$ cat src/rtl/rs_enc_udp_pkg.sv
// Shared definitions for the RS encoder response depacketizer.
//   - NoC / header field widths and the accepted fbits value
//   - beehive_noc_hdr_flit: field layout of the header flit
//   - depkt_state_e: depacketizer FSM states
//   - meta_load(): number of metadata flits actually stripped
package rs_enc_udp_pkg;

  localparam int NOC_DATA_WIDTH   = 64;
  localparam int XY_WIDTH         = 8;
  localparam int MSG_LENGTH_WIDTH = 8;
  localparam int MSG_TYPE_WIDTH   = 8;
  localparam int FBITS_WIDTH      = 4;
  localparam int DEF_MAX_META     = 4;

  localparam logic [FBITS_WIDTH-1:0] PKT_IF_FBITS = 4'hA;

  // Header flit layout, MSB first (64 bits total).
  typedef struct packed {
    logic [XY_WIDTH-1:0]         dst_x;
    logic [XY_WIDTH-1:0]         dst_y;
    logic [FBITS_WIDTH-1:0]      dst_fbits;
    logic [MSG_LENGTH_WIDTH-1:0] msg_len;
    logic [MSG_TYPE_WIDTH-1:0]   msg_type;
    logic [MSG_LENGTH_WIDTH-1:0] metadata_flits;
    logic [XY_WIDTH-1:0]         src_x;
    logic [XY_WIDTH-1:0]         src_y;
    logic [3:0]                  pad;
  } beehive_noc_hdr_flit;

  typedef enum logic [2:0] {
    HDR,
    HDR_OUT,
    META,
    DATA,
    DROP
  } depkt_state_e;

  // Metadata flits stripped = min(metadata_flits, msg_len, cap). Anything
  // above the cap stays in the payload stream.
  function automatic logic [MSG_LENGTH_WIDTH-1:0] meta_load(
    input logic [MSG_LENGTH_WIDTH-1:0] msg_len,
    input logic [MSG_LENGTH_WIDTH-1:0] meta_flits,
    input logic [MSG_LENGTH_WIDTH-1:0] cap
  );
    logic [MSG_LENGTH_WIDTH-1:0] m;
    m = msg_len;
    if (meta_flits < m) m = meta_flits;
    if (cap < m) m = cap;
    return m;
  endfunction

endpackage

$ cat src/rtl/rs_enc_resp_hdr_reg.sv
// Header capture register and hdr_out handshake.
//   cap_en/cap_*  : load source coordinates and length from the header flit
//   show          : present the record (FSM is in HDR_OUT)
//   hdr_out_*     : record output, fields come straight from the registers
//   hdr_fire      : record handshake this cycle
module rs_enc_resp_hdr_reg
  import rs_enc_udp_pkg::*;
(
  input  logic                        clk,
  input  logic                        rst,
  input  logic                        cap_en,
  input  logic [XY_WIDTH-1:0]         cap_src_x,
  input  logic [XY_WIDTH-1:0]         cap_src_y,
  input  logic [MSG_LENGTH_WIDTH-1:0] cap_len,
  input  logic                        show,
  output logic                        hdr_out_val,
  output logic [XY_WIDTH-1:0]         hdr_out_src_x,
  output logic [XY_WIDTH-1:0]         hdr_out_src_y,
  output logic [MSG_LENGTH_WIDTH-1:0] hdr_out_len,
  input  logic                        hdr_out_rdy,
  output logic                        hdr_fire
);

  logic [XY_WIDTH-1:0]         src_x_q, src_x_d;
  logic [XY_WIDTH-1:0]         src_y_q, src_y_d;
  logic [MSG_LENGTH_WIDTH-1:0] len_q, len_d;

  // Capture only happens in HDR, so the fields cannot move while the
  // record is being offered.
  always_comb begin
    src_x_d = src_x_q;
    src_y_d = src_y_q;
    len_d   = len_q;
    if (cap_en) begin
      src_x_d = cap_src_x;
      src_y_d = cap_src_y;
      len_d   = cap_len;
    end
  end

  always_ff @(posedge clk) begin
    if (rst) begin
      src_x_q <= '0;
      src_y_q <= '0;
      len_q   <= '0;
    end else begin
      src_x_q <= src_x_d;
      src_y_q <= src_y_d;
      len_q   <= len_d;
    end
  end

  assign hdr_out_val   = show;
  assign hdr_fire      = show & hdr_out_rdy;
  assign hdr_out_src_x = src_x_q;
  assign hdr_out_src_y = src_y_q;
  assign hdr_out_len   = len_q;

endmodule

$ cat src/rtl/rs_enc_resp_depacketizer.sv
// Splits NoC response packets into a header record and a payload stream.
//   noc_in_*   : flit input (val/rdy); first flit of a packet is the header
//   hdr_out_*  : one record per accepted packet (src_x, src_y, msg_len)
//   data_out_* : payload flits, combinational pass-through, last on final flit
//   pkt_cnt    : accepted packets, drop_cnt: packets rejected on fbits
// Packets with unexpected fbits are consumed silently. Up to MAX_META
// leading metadata flits are stripped from the payload.
module rs_enc_resp_depacketizer
  import rs_enc_udp_pkg::*;
#(
  parameter logic [FBITS_WIDTH-1:0] EXP_FBITS = PKT_IF_FBITS,
  parameter int                     MAX_META  = DEF_MAX_META
) (
  input  logic                        clk,
  input  logic                        rst,
  input  logic                        noc_in_val,
  input  logic [NOC_DATA_WIDTH-1:0]   noc_in_data,
  output logic                        noc_in_rdy,
  output logic                        hdr_out_val,
  output logic [XY_WIDTH-1:0]         hdr_out_src_x,
  output logic [XY_WIDTH-1:0]         hdr_out_src_y,
  output logic [MSG_LENGTH_WIDTH-1:0] hdr_out_len,
  input  logic                        hdr_out_rdy,
  output logic                        data_out_val,
  output logic [NOC_DATA_WIDTH-1:0]   data_out_data,
  output logic                        data_out_last,
  input  logic                        data_out_rdy,
  output logic [31:0]                 pkt_cnt,
  output logic [31:0]                 drop_cnt
);

  localparam logic [MSG_LENGTH_WIDTH-1:0] LEN_ONE  = MSG_LENGTH_WIDTH'(1);
  localparam logic [MSG_LENGTH_WIDTH-1:0] META_CAP = MSG_LENGTH_WIDTH'(MAX_META);

  depkt_state_e                state_q, state_d;
  logic [MSG_LENGTH_WIDTH-1:0] rem_q, rem_d;    // flits left after header
  logic [MSG_LENGTH_WIDTH-1:0] meta_q, meta_d;  // metadata flits left to strip
  logic [31:0]                 pkt_cnt_q, pkt_cnt_d;
  logic [31:0]                 drop_cnt_q, drop_cnt_d;

  beehive_noc_hdr_flit hdr_flit;
  logic                hdr_cap, hdr_show, hdr_fire;
  logic                unused_hdr_bits;

  assign hdr_flit        = noc_in_data;
  assign unused_hdr_bits = ^{hdr_flit.dst_x, hdr_flit.dst_y, hdr_flit.msg_type, hdr_flit.pad};

  rs_enc_resp_hdr_reg u_hdr_reg (
    .clk          (clk),
    .rst          (rst),
    .cap_en       (hdr_cap),
    .cap_src_x    (hdr_flit.src_x),
    .cap_src_y    (hdr_flit.src_y),
    .cap_len      (hdr_flit.msg_len),
    .show         (hdr_show),
    .hdr_out_val  (hdr_out_val),
    .hdr_out_src_x(hdr_out_src_x),
    .hdr_out_src_y(hdr_out_src_y),
    .hdr_out_len  (hdr_out_len),
    .hdr_out_rdy  (hdr_out_rdy),
    .hdr_fire     (hdr_fire)
  );

  always_comb begin
    state_d       = state_q;
    rem_d         = rem_q;
    meta_d        = meta_q;
    pkt_cnt_d     = pkt_cnt_q;
    drop_cnt_d    = drop_cnt_q;
    noc_in_rdy    = 1'b0;
    data_out_val  = 1'b0;
    data_out_last = 1'b0;
    hdr_cap       = 1'b0;
    hdr_show      = 1'b0;

    case (state_q)
      HDR: begin
        noc_in_rdy = 1'b1;
        if (noc_in_val) begin
          hdr_cap = 1'b1;
          rem_d   = hdr_flit.msg_len;
          meta_d  = meta_load(hdr_flit.msg_len, hdr_flit.metadata_flits, META_CAP);
          if (hdr_flit.dst_fbits != EXP_FBITS) begin
            drop_cnt_d = drop_cnt_q + 32'd1;
            // A bodiless bad header needs no DROP pass; stay ready.
            if (hdr_flit.msg_len != '0) state_d = DROP;
          end else begin
            state_d = HDR_OUT;
          end
        end
      end

      HDR_OUT: begin
        hdr_show = 1'b1;
        if (hdr_fire) begin
          pkt_cnt_d = pkt_cnt_q + 32'd1;
          if (meta_q != '0)     state_d = META;
          else if (rem_q != '0) state_d = DATA;
          else                  state_d = HDR;
        end
      end

      META: begin
        noc_in_rdy = 1'b1;
        if (noc_in_val) begin
          meta_d = meta_q - LEN_ONE;
          rem_d  = rem_q - LEN_ONE;
          // meta never exceeds rem, so rem hits 0 here only if both were 1.
          if (meta_q == LEN_ONE) state_d = (rem_q == LEN_ONE) ? HDR : DATA;
        end
      end

      DATA: begin
        data_out_val  = noc_in_val;
        noc_in_rdy    = data_out_rdy;
        data_out_last = (rem_q == LEN_ONE);
        if (noc_in_val && data_out_rdy) begin
          rem_d = rem_q - LEN_ONE;
          if (rem_q == LEN_ONE) state_d = HDR;
        end
      end

      DROP: begin
        noc_in_rdy = 1'b1;
        if (noc_in_val) begin
          rem_d = rem_q - LEN_ONE;
          if (rem_q == LEN_ONE) state_d = HDR;
        end
      end

      default: state_d = HDR;
    endcase

    // The NoC is reset alongside us; keep the input open and outputs quiet
    // even before the state register has settled.
    if (rst) begin
      noc_in_rdy   = 1'b1;
      data_out_val = 1'b0;
      hdr_show     = 1'b0;
    end
  end

  always_ff @(posedge clk) begin
    if (rst) begin
      state_q    <= HDR;
      rem_q      <= '0;
      meta_q     <= '0;
      pkt_cnt_q  <= '0;
      drop_cnt_q <= '0;
    end else begin
      state_q    <= state_d;
      rem_q      <= rem_d;
      meta_q     <= meta_d;
      pkt_cnt_q  <= pkt_cnt_d;
      drop_cnt_q <= drop_cnt_d;
    end
  end

  assign data_out_data = noc_in_data;
  assign pkt_cnt       = pkt_cnt_q;
  assign drop_cnt      = drop_cnt_q;

endmodule

$ cat config.mk
export PLATFORM = sky130hd
export DESIGN_NAME = rs_enc_resp_depacketizer
export DESIGN_NICKNAME = d
export VERILOG_FILES = /design/src/rtl/rs_enc_udp_pkg.sv /design/src/rtl/rs_enc_resp_hdr_reg.sv /design/src/rtl/rs_enc_resp_depacketizer.sv
export SDC_FILE = /design/constraint.sdc
export NUM_CORES = 1
export LEC_CHECK = 0
export BUFFER_PORTS_ARGS = -buffer_cell sky130_fd_sc_hd__buf_2
export CORE_ASPECT_RATIO = 1.25
export CORE_MARGIN = 2
export CORE_UTILIZATION = 45
export DETAILED_ROUTE_END_ITERATION = 8
export GPL_TIMING_DRIVEN = 0
export PLACE_DENSITY = 0.86
export SYNTH_ARGS = -nofsm -noshare
export SYNTH_HDL_FRONTEND = slang
export SYNTH_SLANG_ARGS = --single-unit
$ cat constraint.sdc
create_clock -name clk -period 2 [get_ports clk]
set_input_delay 0.4 -clock clk [delete_from_list [all_inputs] [get_ports clk]]
set_output_delay 0.4 -clock clk [all_outputs]
set_load 0.01 [all_outputs]
==> load_flow_metrics.sql, run 1 <==
INSERT INTO impl_metrics (metric_group, metric, value, unit) VALUES
('synthesis', 'syn_area_per_cell', '8.06', 'um^2'),
('worst_setup_path', 'worstSetupStartpoint', 'state_q[1]', ''),
('sta', 'grt_setup_unrepaired', 'yes', ''),
('route', 'drt_pass1_iterations', '4', ''),
('layout', 'diodes', '0', ''),
('sta', 'hold_viol_final', '0', ''),
('place', 'gp_congestion', '0.991', ''),
('synthesis', 'yosysMostFrequentCell', 'dfxtp_1', ''),
('place', 'dpl-instance-area', '6910', 'um^2'),
('synthesis', 'synthCells', '710', ''),
('pwr', 'pwr_density_cell', '659', 'nW/um^2'),
('grt', 'antenna_violations_before_repair', '0', ''),
('worst_setup_path', 'critical_path.max_fanout', '10', ''),
('floorplanning', 'design.die.area', '13600', 'um^2'),
('worst_setup_path', 'worstPathBufferInverterCount', '1', ''),
('sta', 'headroom_to_the_max_slew_limit', '47.8', '%'),
('clocking', 'numCtsBuffers', '9', ''),
('sta', 'final.min_clock_period', '2.00', 'ns'),
('grt', 'grt_pass1_wl', '24400', 'um'),
('grt', 'grt_pass1_vias', '5251', ''),
('route', 'detailroute.via_count', '5761', ''),
('floorplanning', 'starting_utilization_of_the_core_area', '45.6', '%'),
('sta', 'worst_hold_slack', '0.293', 'ns'),
('synthesis', 'yosys_most_used_dff', 'dfxtp_1', ''),
('worst_setup_path', 'r2r-start', 'state_q[1]', ''),
('worst_setup_path', 'worstSetupStartpointType', 'flip-flop', ''),
('route', 'detail-route-antenna-nets', '0', ''),
('worst_setup_path', 'path_delay_family', 'simple AND/OR/NAND/NOR gates', ''),
('clocking', 'clkLatencyLatePin', '0.35', 'ns'),
('worst_setup_path', 'timing.critical_path.required', '2.25', 'ns'),
('worst_hold_path', 'worstHoldPathType', 'in -> reg', ''),
('worst_setup_path', 'crit_path_top_delay_cell', 'or4b_4', ''),
('pwr', 'finalPower', '4.96', 'mW'),
('synthesis', 'yosys.cell_types.count', '62', ''),
('grt', 'largest_net_degree_at_the_start_of_global_routing', '20', ''),
('layout', 'final_util', '60.0', '%'),
('synthesis', 'yosys_warnings', '0', ''),
('route', 'drcViolationCount', '0', ''),
('sta', 'post_route_clock_period_utilization', '100', '%'),
('sta', 'report.final.setup_viol', '0', ''),
('layout', 'layout.nets', '1007', ''),
('grt', 'globalRouteTotalUtil', '22.0', '%'),
('sta', 'timing.final.ws_setup', '0.000301', 'ns'),
('worst_setup_path', 'critical_path_class', 'reg -> reg', ''),
('worst_setup_path', 'crit_path_end_kind', 'flip-flop', ''),
('place', 'portBuffers', '196', ''),
('outcome', 'run_status', 'complete, no violations', ''),
('worst_setup_path', 'cpPeakStageDelay', '0.58', 'ns'),
('clocking', 'cts_buffer_depth', '2', ''),
('route', 'routed_wl', '15700', 'um'),
('synthesis', 'combined_area_of_all_synthesized_cells', '5720', 'um^2'),
('layout', 'drive_above_1_share', '38.6', '%'),
('synthesis', 'asyncSetResetFlopFracSynth', '0', '%'),
('clocking', 'tritoncts', 'built', ''),
('sta', 'fin_max_slew_vios', '0', ''),
('floorplanning', 'chipHeight', '130', 'um'),
('synthesis', 'synth-edff-count', '0', ''),
('clocking', 'htree_num_levels', '3', ''),
('floorplanning', 'num_io_pins', '225', ''),
('worst_setup_path', 'path_cells', 'or4b_4 > nor3_4 > buf_4 > nand4_1 > o31a_1 > o21a_1', ''),
('layout', 'finalInstanceArea', '7530', 'um^2'),
('pwr', 'vdd.ir_drop.worst', '384', 'uV'),
('route', 'post_detailed_route_via_to_cell_ratio', '5.25', ''),
('synthesis', 'synth-seq-cells', '107', ''),
('clocking', 'clk_transition_reported_paths', '0.08', 'ns'),
('place', 'detailed_place_hpwl', '11500', 'um'),
('route', 'routed_wire_length_per_instance', '14.3', 'um'),
('clocking', 'clockRootBuffer', 'clkbuf_16', ''),
('worst_setup_path', 'critPathArrivalTime', '2.25', 'ns'),
('synthesis', 'synth_area_leader_cell', 'dfxtp_1', ''),
('sta', 'worst_slew_pin_slew', '0.783', 'ns');
-- cell families after synthesis --
| group | count (synthesis) | synth area share [%] |
|---|---|---|
| and+or+nand+nor | 304 | 27.2 |
| xor gates and xnor gates | 45 | 6.89 |
| muxes | 7 | 1.31 |
| AOI/OAI and AO/OA | 113 | 11.9 |
| buffers and inverters | 121 | 12.4 |
| DFF | 107 | 37.4 |
| adders and majority gates | 13 | 2.84 |
-- state kept, by name, indices dropped and copies added (netlist names) --
signal                   cells
drop_cnt                    32
meta_q                       8
pkt_cnt                     32
rem_q                        8
state_q                      3
u_hdr_reg.hdr_out_len        8
u_hdr_reg.hdr_out_src_x      8
u_hdr_reg.hdr_out_src_y      8
-- worst reg2reg max path, cell delays in order (launching register included) --
cell and delay (ns):
dfxtp_4 0.39, or4b_4 0.58, nor3_4 0.19, buf_4 0.15
nand4_1 0.14, o31a_1 0.27, o21a_1 0.17
-- worst paths after layout --
path / end / slack, ns / cells past startpoint
worst max-delay path: drop_cnt[31] / 0.0003 / 6
worst min-delay path: u_hdr_reg.hdr_out_src_y[3] / 0.29 / 3
worst max register to register: drop_cnt[31] / 0.0003 / 6
worst min register to register: u_hdr_reg.hdr_out_src_y[3] / 0.45 / 2
-- cells in the final DEF (no fill, tap or decap), types with 9 or more instances in the layout --
master     Yosys  routed
buf_2          3     199
nand2_1       94      93
dfxtp_1      107      93
buf_4         65      77
nor2_1        62      60
a21oi_1       51      49
xor2_1        27      27
o21ai_0       25      25
nor3_1        24      23
inv_1         21      21
nand3_1       25      20
xnor2_1       18      18
nand4_1       18      18
and3_1        13      13
or3_1         14      12
clkbuf_1      25      12
ha_1          13      12
dfxtp_2        0      10
and4_1        11       9
clkbuf_16      0       9
-- routing by layer --
metal | track usage, % | vias to the layer above | routed length, um
li1 | - | 2836 | -
met1 | 24.7 | 2689 | 6280
met2 | 40.1 | 214 | 8020
met3 | 4.15 | 22 | 1060
met4 | 11.1 | 0 | 371
met5 | 0 | - | 0
-- final cells by class --
cell class | instances | area [um^2]
repair buffers | 209 | 1090
fillers | 1142 | 5020
plain buffers | 94 | 646
multi-input cells | 482 | 3020
inverters | 22 | 82.6
clock buffers | 9 | 225
well taps | 168 | 210
clock inverters | 7 | 83.8
flip-flops and latches | 107 | 2170
-- stage by stage --
stage               setup TNS (ns)  std cells
global route                -0.547       1098
finish                           0       1098
floorplan                        0        710
CTS                        -0.0641       1096
detailed placement          -20.39       1074
global placement            -18.60       1074
-- report_power, final --
group	internal, mW	switching (mW)	leakage (nW)
Combinational	0.378	0.451	2.38
Sequential	2.20	0.0704	0.877
Clock	0.994	0.864	0.149
-- repair_timing --
action / CTS / global route
hold buffers: 0 / 0
pin swaps: 12 / 13
setup endpoints to repair: 33 / 68
cloned: 0 / 0
setup buffers: 6 / 7
resized for setup: 43 / 39
Power figures use the tool's default switching activity.
==> run 2, diff against run 1 <==
--- a/config.mk
+++ b/config.mk
@@ -5,7 +5,7 @@
 export SDC_FILE = /design/constraint.sdc
 export NUM_CORES = 1
 export LEC_CHECK = 0
-export BUFFER_PORTS_ARGS = -buffer_cell sky130_fd_sc_hd__buf_2
+export BUFFER_PORTS_ARGS = -buffer_cell sky130_fd_sc_hd__clkbuf_2
 export CORE_ASPECT_RATIO = 1.25
 export CORE_MARGIN = 2
 export CORE_UTILIZATION = 45
==> run 2 against run 1 <==
Compared with the run above:
- the flow now finishes with violations (negative setup slack)
- clock skew rose by 0.0031 ns
- via count rose by 0.97%
- fmax fell by 2.1%
- critical path depth did not move
- non-clock buffer count rose by 7
- die area did not move
- total power fell by 1.5%
- clock power fell by 4%
- wire length barely moved
- worst setup slack got worse by 0.043 ns
- sequential power barely moved
- critical endpoint is now drop_cnt[28]
- largest cell class unchanged
==> load_flow_metrics.sql, run 2 (same netlist as run 1, synthesis figures left out) <==
INSERT INTO impl_metrics (metric_group, metric, value, unit) VALUES
('grt', 'overflow', '0', ''),
('layout', 'final_util', '60.7', '%'),
('sta', 'final.min_clock_period', '2.04', 'ns'),
('clocking', 'tritoncts_num_sinks', '107', ''),
('route', 'post_detailed_route_via_to_cell_ratio', '5.26', ''),
('worst_hold_path', 'worstHoldPathType', 'in -> reg', ''),
('layout', 'multi_input_area', '3060', 'um^2'),
('sta', 'worst_slew_pin_slew', '0.756', 'ns'),
('place', 'gp_congestion', '0.974', ''),
('route', 'routed_wl', '15700', 'um'),
('clocking', 'htree_num_levels', '3', ''),
('sta', 'report.final.setup_viol', '8', ''),
('floorplanning', 'chipHeight', '130', 'um'),
('sta', 'post_route_clock_period_utilization', '102', '%'),
('layout', 'drive_above_1_share', '39.8', '%'),
('clocking', 'clk_transition_reported_paths', '0.08', 'ns'),
('worst_setup_path', 'critical_path.max_fanout', '8', ''),
('layout', 'area.sequential', '2170', 'um^2'),
('sta', 'fin_max_slew_vios', '0', ''),
('worst_setup_path', 'r2r-start', 'state_q[1]', ''),
('route', 'starting_drc_count_in_detailed_routing', '267', ''),
('floorplanning', 'rows', '46', ''),
('worst_setup_path', 'worstSetupStartpoint', 'state_q[1]', ''),
('floorplanning', 'design.die.area', '13600', 'um^2'),
('clocking', 'tritoncts', 'built', ''),
('floorplanning', 'core_footprint', '12500', 'um^2'),
('worst_setup_path', 'critical_path_class', 'reg -> reg', ''),
('grt', 'grt_pass1_wl', '24000', 'um'),
('layout', 'final_common_cell', 'clkbuf_2', ''),
('flow_run', 'maxCapViolations', '0', ''),
('floorplanning', 'num_io_pins', '225', ''),
('route', 'routed_wire_length_per_instance', '14.2', 'um'),
('sta', 'grt_setup_unrepaired', 'yes', ''),
('grt', 'largest_net_degree_at_the_start_of_global_routing', '21', ''),
('outcome', 'run_status', 'finished with violations', ''),
('clocking', 'cts_buffer_depth', '2', ''),
('clocking', 'clkLatencyLatePin', '0.36', 'ns'),
('layout', 'layout.nets', '1014', ''),
('layout', 'mostFrequentLayoutCells', 'clkbuf_2, dfxtp_1, nand2_1, buf_4, nor2_1', ''),
('route', 'drcViolationCount', '0', ''),
('grt', 'antenna_violations_before_repair', '0', ''),
('layout', 'diodes', '0', ''),
('worst_setup_path', 'timing.critical_path.required', '2.29', 'ns'),
('grt', 'globalRouteTotalUtil', '21.7', '%'),
('sta', 'headroom_to_the_max_slew_limit', '49.6', '%'),
('worst_setup_path', 'worstSetupStartpointType', 'flip-flop', ''),
('place', 'detailed_place_hpwl', '11500', 'um'),
('clocking', 'clockRootBuffer', 'clkbuf_16', ''),
('grt', 'grt_pass1_vias', '5175', ''),
('place', 'portBuffers', '196', ''),
('layout', 'area_growth_syn_to_layout', '33.2', '%'),
('pwr', 'vdd.ir_drop.worst', '519', 'uV'),
('route', 'detail-route-antenna-nets', '0', ''),
('worst_setup_path', 'critPathArrivalTime', '2.33', 'ns'),
('place', 'dpl-instance-area', '6910', 'um^2'),
('worst_hold_path', 'hold_start', 'noc_in_data[4]', ''),
('sta', 'timing.final.ws_setup', '-0.0425', 'ns'),
('layout', 'fillers', '1115', ''),
('pwr', 'p_leak', '3.39', 'nW'),
('sta', 'hold_viol_final', '0', ''),
('sta', 'fin_tns_setup', '-0.204', 'ns'),
('clocking', 'numCtsBuffers', '9', ''),
('layout', 'finalInstanceArea', '7620', 'um^2'),
('sta', 'worst_hold_slack', '0.271', 'ns'),
('route', 'drt_pass1_iterations', '5', ''),
('outcome', 'failing_checks', 'negative setup slack', ''),
('sta', 'max_freq', '0.490', 'GHz'),
('floorplanning', 'die_x', '105', 'um'),
('sta', 'worst_clock_skew', '0.00981', 'ns'),
('route', 'detailroute.via_count', '5817', ''),
('pwr', 'pwr_density_cell', '641', 'nW/um^2'),
('floorplanning', 'starting_utilization_of_the_core_area', '45.6', '%'),
('worst_setup_path', 'crit_path_end_kind', 'flip-flop', '');
==> run 2: cell types whose count changed in the layout (fill, tap and decap cells not counted), sizes merged <==
cell | before | now
bufinv | 1 | 0
clkinv | 2 | 1
clkinvlp | 1 | 0
clkbuf | 29 | 224
inv | 25 | 28
buf | 283 | 95
==> run 2: area by class of cell <==
cell class,count,area share [%]
well taps,168,2.76
clock inverters,7,0.837
clock buffers,9,2.95
flip-flops and latches,107,28.4
multi-input cells,482,40.2
inverters,22,1.08
plain buffers,95,8.68
repair buffers,215,15.1
==> run 2: final timing paths <==
| path | endpoint | slack, ns | cells past startpoint |
|---|---|---|---|
| worst max-delay path | drop_cnt[28] | -0.04 | 6 |
| worst min-delay path | u_hdr_reg.hdr_out_src_y[0] | 0.27 | 3 |
| worst max register to register | drop_cnt[28] | -0.04 | 6 |
| worst min register to register | u_hdr_reg.hdr_out_len[7] | 0.46 | 2 |
==> run 2: critical path, cell delays in order (launching register included) <==
cell     delay [ns]
dfxtp_2        0.32
buf_6          0.12
or4b_4         0.54
nor3b_4        0.33
nand3_4        0.15
or3_1          0.38
a21oi_2        0.13
==> run 2: layer usage <==
layer	routed length [um]	vias up	global-route usage, %
met2	8010	210	39.2
li1	-	2854	-
met3	963	30	4.85
met1	6330	2723	24.1
met5	0	-	0
met4	410	0	10.7
==> run 2: power breakdown <==
group	leakage [nW]	internal, mW	switching, mW	total, mW
sequential	0.876	2.20	0.0724	2.27
combinational	2.37	0.379	0.453	0.831
clock	0.144	0.881	0.899	1.78
==> run 2: timing repair <==
action	in CTS	in global routing
setup endpoints to repair	32	63
pin swaps	11	15
hold buffers	0	0
setup buffers	7	10
cloned	0	2
resized for setup	41	53
==> run 2: per-stage QoR <==
stage               std cells  power, mW  worst slack (ns)
floorplan                 710       2.83            0.0490
global placement         1074       3.09            -0.563
detailed placement       1074       3.11            -0.605
CTS                      1096       4.88           -0.0282
global route             1105       5.08            -0.128
finish                   1105       4.88           -0.0425
==> run 3, diff against run 2 <==
--- a/config.mk
+++ b/config.mk
@@ -12,6 +12,7 @@
 export DETAILED_ROUTE_END_ITERATION = 8
 export GPL_TIMING_DRIVEN = 0
 export PLACE_DENSITY = 0.86
+export SETUP_SLACK_MARGIN = 0.4
 export SYNTH_ARGS = -nofsm -noshare
 export SYNTH_HDL_FRONTEND = slang
 export SYNTH_SLANG_ARGS = --single-unit
==> run 3 against run 2 <==
Compared with the run above:
- the flow still finishes with violations (negative setup slack)
- via count is 7.7% higher
- design area rose by 18%
- total power rose by 5.9%
- utilization increased by 11 points
- fmax down 1.2%
- sequential share of layout area decreased by 4.2 points
- combinational power grew 42%
- clock skew rose by 0.0020 ns
- critical path type unchanged
==> load_flow_metrics.sql, run 3 (same netlist as run 1, synthesis figures left out) <==
INSERT INTO impl_metrics (metric_group, metric, value, unit) VALUES
('outcome', 'run_status', 'finished with violations', ''),
('outcome', 'failing_checks', 'negative setup slack', ''),
('pwr', 'p_int', '3.63', 'mW'),
('sta', 'worst_clock_skew', '0.0118', 'ns'),
('floorplanning', 'chipHeight', '130', 'um'),
('grt', 'grt_pass1_vias', '5573', ''),
('worst_hold_path', 'worstHoldPathType', 'in -> reg', ''),
('grt', 'globalRouteTotalUtil', '24.3', '%'),
('pwr', 'total_switching_power', '1.54', 'mW'),
('layout', 'final_util', '71.9', '%'),
('clocking', 'tritoncts', 'built', ''),
('layout', 'layout.nets', '1076', ''),
('sta', 'fin_max_slew_vios', '0', ''),
('worst_setup_path', 'crit_path_end_kind', 'flip-flop', ''),
('clocking', 'clk_transition_reported_paths', '0.08', 'ns'),
('clocking', 'tritoncts_num_sinks', '107', ''),
('clocking', 'cts_buffer_depth', '2', ''),
('route', 'routed_wire_length_per_instance', '16.0', 'um'),
('layout', 'area_growth_syn_to_layout', '57.6', '%'),
('grt', 'largest_net_degree_at_the_start_of_global_routing', '19', ''),
('grt', 'grt_pass1_wl', '26800', 'um'),
('route', 'routed_wl', '18600', 'um'),
('floorplanning', 'design.die.area', '13600', 'um^2'),
('sta', 'headroom_to_the_max_slew_limit', '44.5', '%'),
('worst_setup_path', 'critical_path_class', 'reg -> reg', ''),
('floorplanning', 'starting_utilization_of_the_core_area', '45.6', '%'),
('worst_setup_path', 'worstSetupStartpointType', 'flip-flop', ''),
('worst_setup_path', 'timing.critical_path.required', '2.28', 'ns'),
('layout', 'drive_above_1_share', '54.5', '%'),
('place', 'post-place-cells', '1074', ''),
('route', 'wl_met2', '9770', 'um'),
('layout', 'diodes', '0', ''),
('route', 'drt_pass1_iterations', '5', ''),
('worst_setup_path', 'flop_to_flop_setup_slack', '-0.07', 'ns'),
('worst_setup_path', 'critPathArrivalTime', '2.35', 'ns'),
('worst_setup_path', 'r2r_end', 'drop_cnt[28]', ''),
('route', 'detail-route-antenna-nets', '0', ''),
('clocking', 'htree_num_levels', '3', ''),
('worst_setup_path', 'ff2ff_path_depth', '7', ''),
('worst_setup_path', 'timing_endpoint_of_the_critical_path', 'drop_cnt[28]', ''),
('clocking', 'clkLatencyLatePin', '0.36', 'ns'),
('floorplanning', 'core_footprint', '12500', 'um^2'),
('pwr', 'share_clk_of_total_power', '33.0', '%'),
('sta', 'post_route_clock_period_utilization', '103', '%'),
('worst_setup_path', 'crit_path_top_delay_cell', 'or4b_4', ''),
('route', 'detailroute.via_count', '6266', ''),
('worst_setup_path', 'worstPathBufferInverterCount', '2', ''),
('route', 'dr_top_layer', 'met4', ''),
('pwr', 'vdd.ir_drop.worst', '351', 'uV'),
('sta', 'timing.final.ws_setup', '-0.0676', 'ns'),
('pwr', 'power.share.combinational', '22.9', '%'),
('route', 'drcViolationCount', '0', ''),
('worst_setup_path', 'worstSetupStartpoint', 'state_q[1]', ''),
('place', 'gp_congestion', '0.918', ''),
('sta', 'max_freq', '0.484', 'GHz'),
('grt', 'antenna_violations_before_repair', '0', ''),
('worst_setup_path', 'critical_path.max_fanout', '8', ''),
('place', 'detailed_place_hpwl', '11300', 'um'),
('layout', 'fin_cells', '1167', ''),
('pwr', 'pwr_density_cell', '574', 'nW/um^2'),
('route', 'met3WireLength', '1070', 'um'),
('floorplanning', 'num_io_pins', '225', ''),
('layout', 'mostFrequentLayoutCells', 'clkbuf_2, buf_4, dfxtp_1, nand2_1, nor2_1', ''),
('route', 'wl_met1', '7010', 'um'),
('route', 'post_detailed_route_via_to_cell_ratio', '5.37', ''),
('pwr', 'share_seq_of_total_power', '44.1', '%'),
('worst_setup_path', 'r2r-start', 'state_q[1]', ''),
('floorplanning', 'die_x', '105', 'um'),
('worst_setup_path', 'cpPeakStageDelay', '0.57', 'ns'),
('layout', 'final_common_cell', 'clkbuf_2', ''),
('sta', 'worst_slew_pin_slew', '0.833', 'ns'),
('worst_setup_path', 'critPathMostFrequentCell', 'buf_6', ''),
('worst_setup_path', 'timing.critical_path.depth', '7', ''),
('route', 'starting_drc_count_in_detailed_routing', '323', ''),
('pwr', 'p_leak', '4.11', 'nW'),
('place', 'portBuffers', '196', ''),
('pwr', 'sw_frac_of_total', '29.7', '%'),
('floorplanning', 'rows', '46', ''),
('sta', 'grt_setup_unrepaired', 'yes', ''),
('clocking', 'clockRootBuffer', 'clkbuf_16', ''),
('sta', 'final.min_clock_period', '2.07', 'ns'),
('worst_setup_path', 'path_delay_family', 'simple AND/OR/NAND/NOR gates', ''),
('sta', 'hold_viol_final', '0', ''),
('flow_run', 'maxCapViolations', '0', ''),
('sta', 'report.final.setup_viol', '13', ''),
('grt', 'overflow', '0', ''),
('worst_setup_path', 'path_cells', 'buf_6 > or4b_4 > nor3b_4 > buf_6 > nand3_4 > or3_1 > a21oi_2', ''),
('clocking', 'numCtsBuffers', '9', '');
## run 3: changes by cell type in the layout (fill, tap and decap cells not counted), moves of 6 or more
cell      delta
buf_4       +37
nand2_1     -23
buf_6       +22
nand2_2     +18
nor3_1      -18
nor3_4      +13
a21oi_1     -12
a21oi_2     +12
o21ai_0     -11
dfxtp_1      -9
o21ai_1      +8
clkbuf_1     -6
dfxtp_2      +6
## run 3: worst register-to-register path, cell delays in order (launching register included)
cell     delay [ns]
dfxtp_2        0.32
buf_6          0.12
or4b_4         0.57
nor3b_4        0.26
buf_6          0.14
nand3_4        0.11
or3_1          0.35
a21oi_2        0.12
## run 3: area by class of cell
cell class | instances | area, um^2
Timing Repair Buffer | 273 | 1710
Clock inverter | 6 | 50.0
Sequential cell | 107 | 2180
Clock buffer | 10 | 229
Inverter | 22 | 97.6
Buffer | 99 | 830
Tap cell | 168 | 210
Fill cell | 952 | 3530
Multi-Input combinational cell | 482 | 3710
## run 3: worst min path at each step
stage | slack (ns) | startpoint | end | cells past startpoint
after floorplan | 0.47 | rem_q[6] | rem_q[6] | 2
after global placement | 0.44 | u_hdr_reg.hdr_out_src_y[4] | u_hdr_reg.hdr_out_src_y[4] | 2
after detailed placement | 0.45 | u_hdr_reg.hdr_out_src_x[2] | u_hdr_reg.hdr_out_src_x[2] | 2
after CTS | 0.27 | noc_in_data[16] | u_hdr_reg.hdr_out_src_x[4] | 3
after global routing | 0.28 | noc_in_data[15] | u_hdr_reg.hdr_out_src_x[3] | 3
final | 0.27 | noc_in_data[16] | u_hdr_reg.hdr_out_src_x[4] | 3
## run 3: power by group through the flow
stage	registers [mW]	clock network [mW]	logic (mW)
final	2.28	1.71	1.18
after global routing	2.29	1.83	1.26
after floorplan	2.33	0	0.542
after global placement	2.32	0	0.822
after CTS	2.27	1.72	0.993
after detailed placement	2.32	0	0.837
## run 3: metal layers
layer	up-vias	track usage, %
met5	-	0
met4	0	12.2
met3	59	3.60
met2	265	44.5
met1	2961	27.7
li1	2981	-
## run 3: repair_timing
| item | CTS | global route |
|---|---|---|
| gates cloned | 3 | 2 |
| hold buffers | 0 | 0 |
| endpoints found under the setup margin | 106 | 109 |
| resized for setup | 152 | 107 |
| buffers inserted | 41 | 31 |
| pin swaps | 63 | 60 |
| hold endpoints to repair | 0 | 0 |
## run 3: through the flow
stage	power, mW	TNS [ns]	hold WS [ns]	area [um^2]	setup WS [ns]
floorplan	2.87	0	0.468	5980	0.0767
global placement	3.14	-3.53	0.441	7170	-0.209
detailed placement	3.16	-4.08	0.446	7170	-0.215
CTS	4.99	-0.104	0.267	8330	-0.0328
global route	5.38	-2.34	0.278	9020	-0.139
finish	5.17	-0.536	0.274	9020	-0.0676
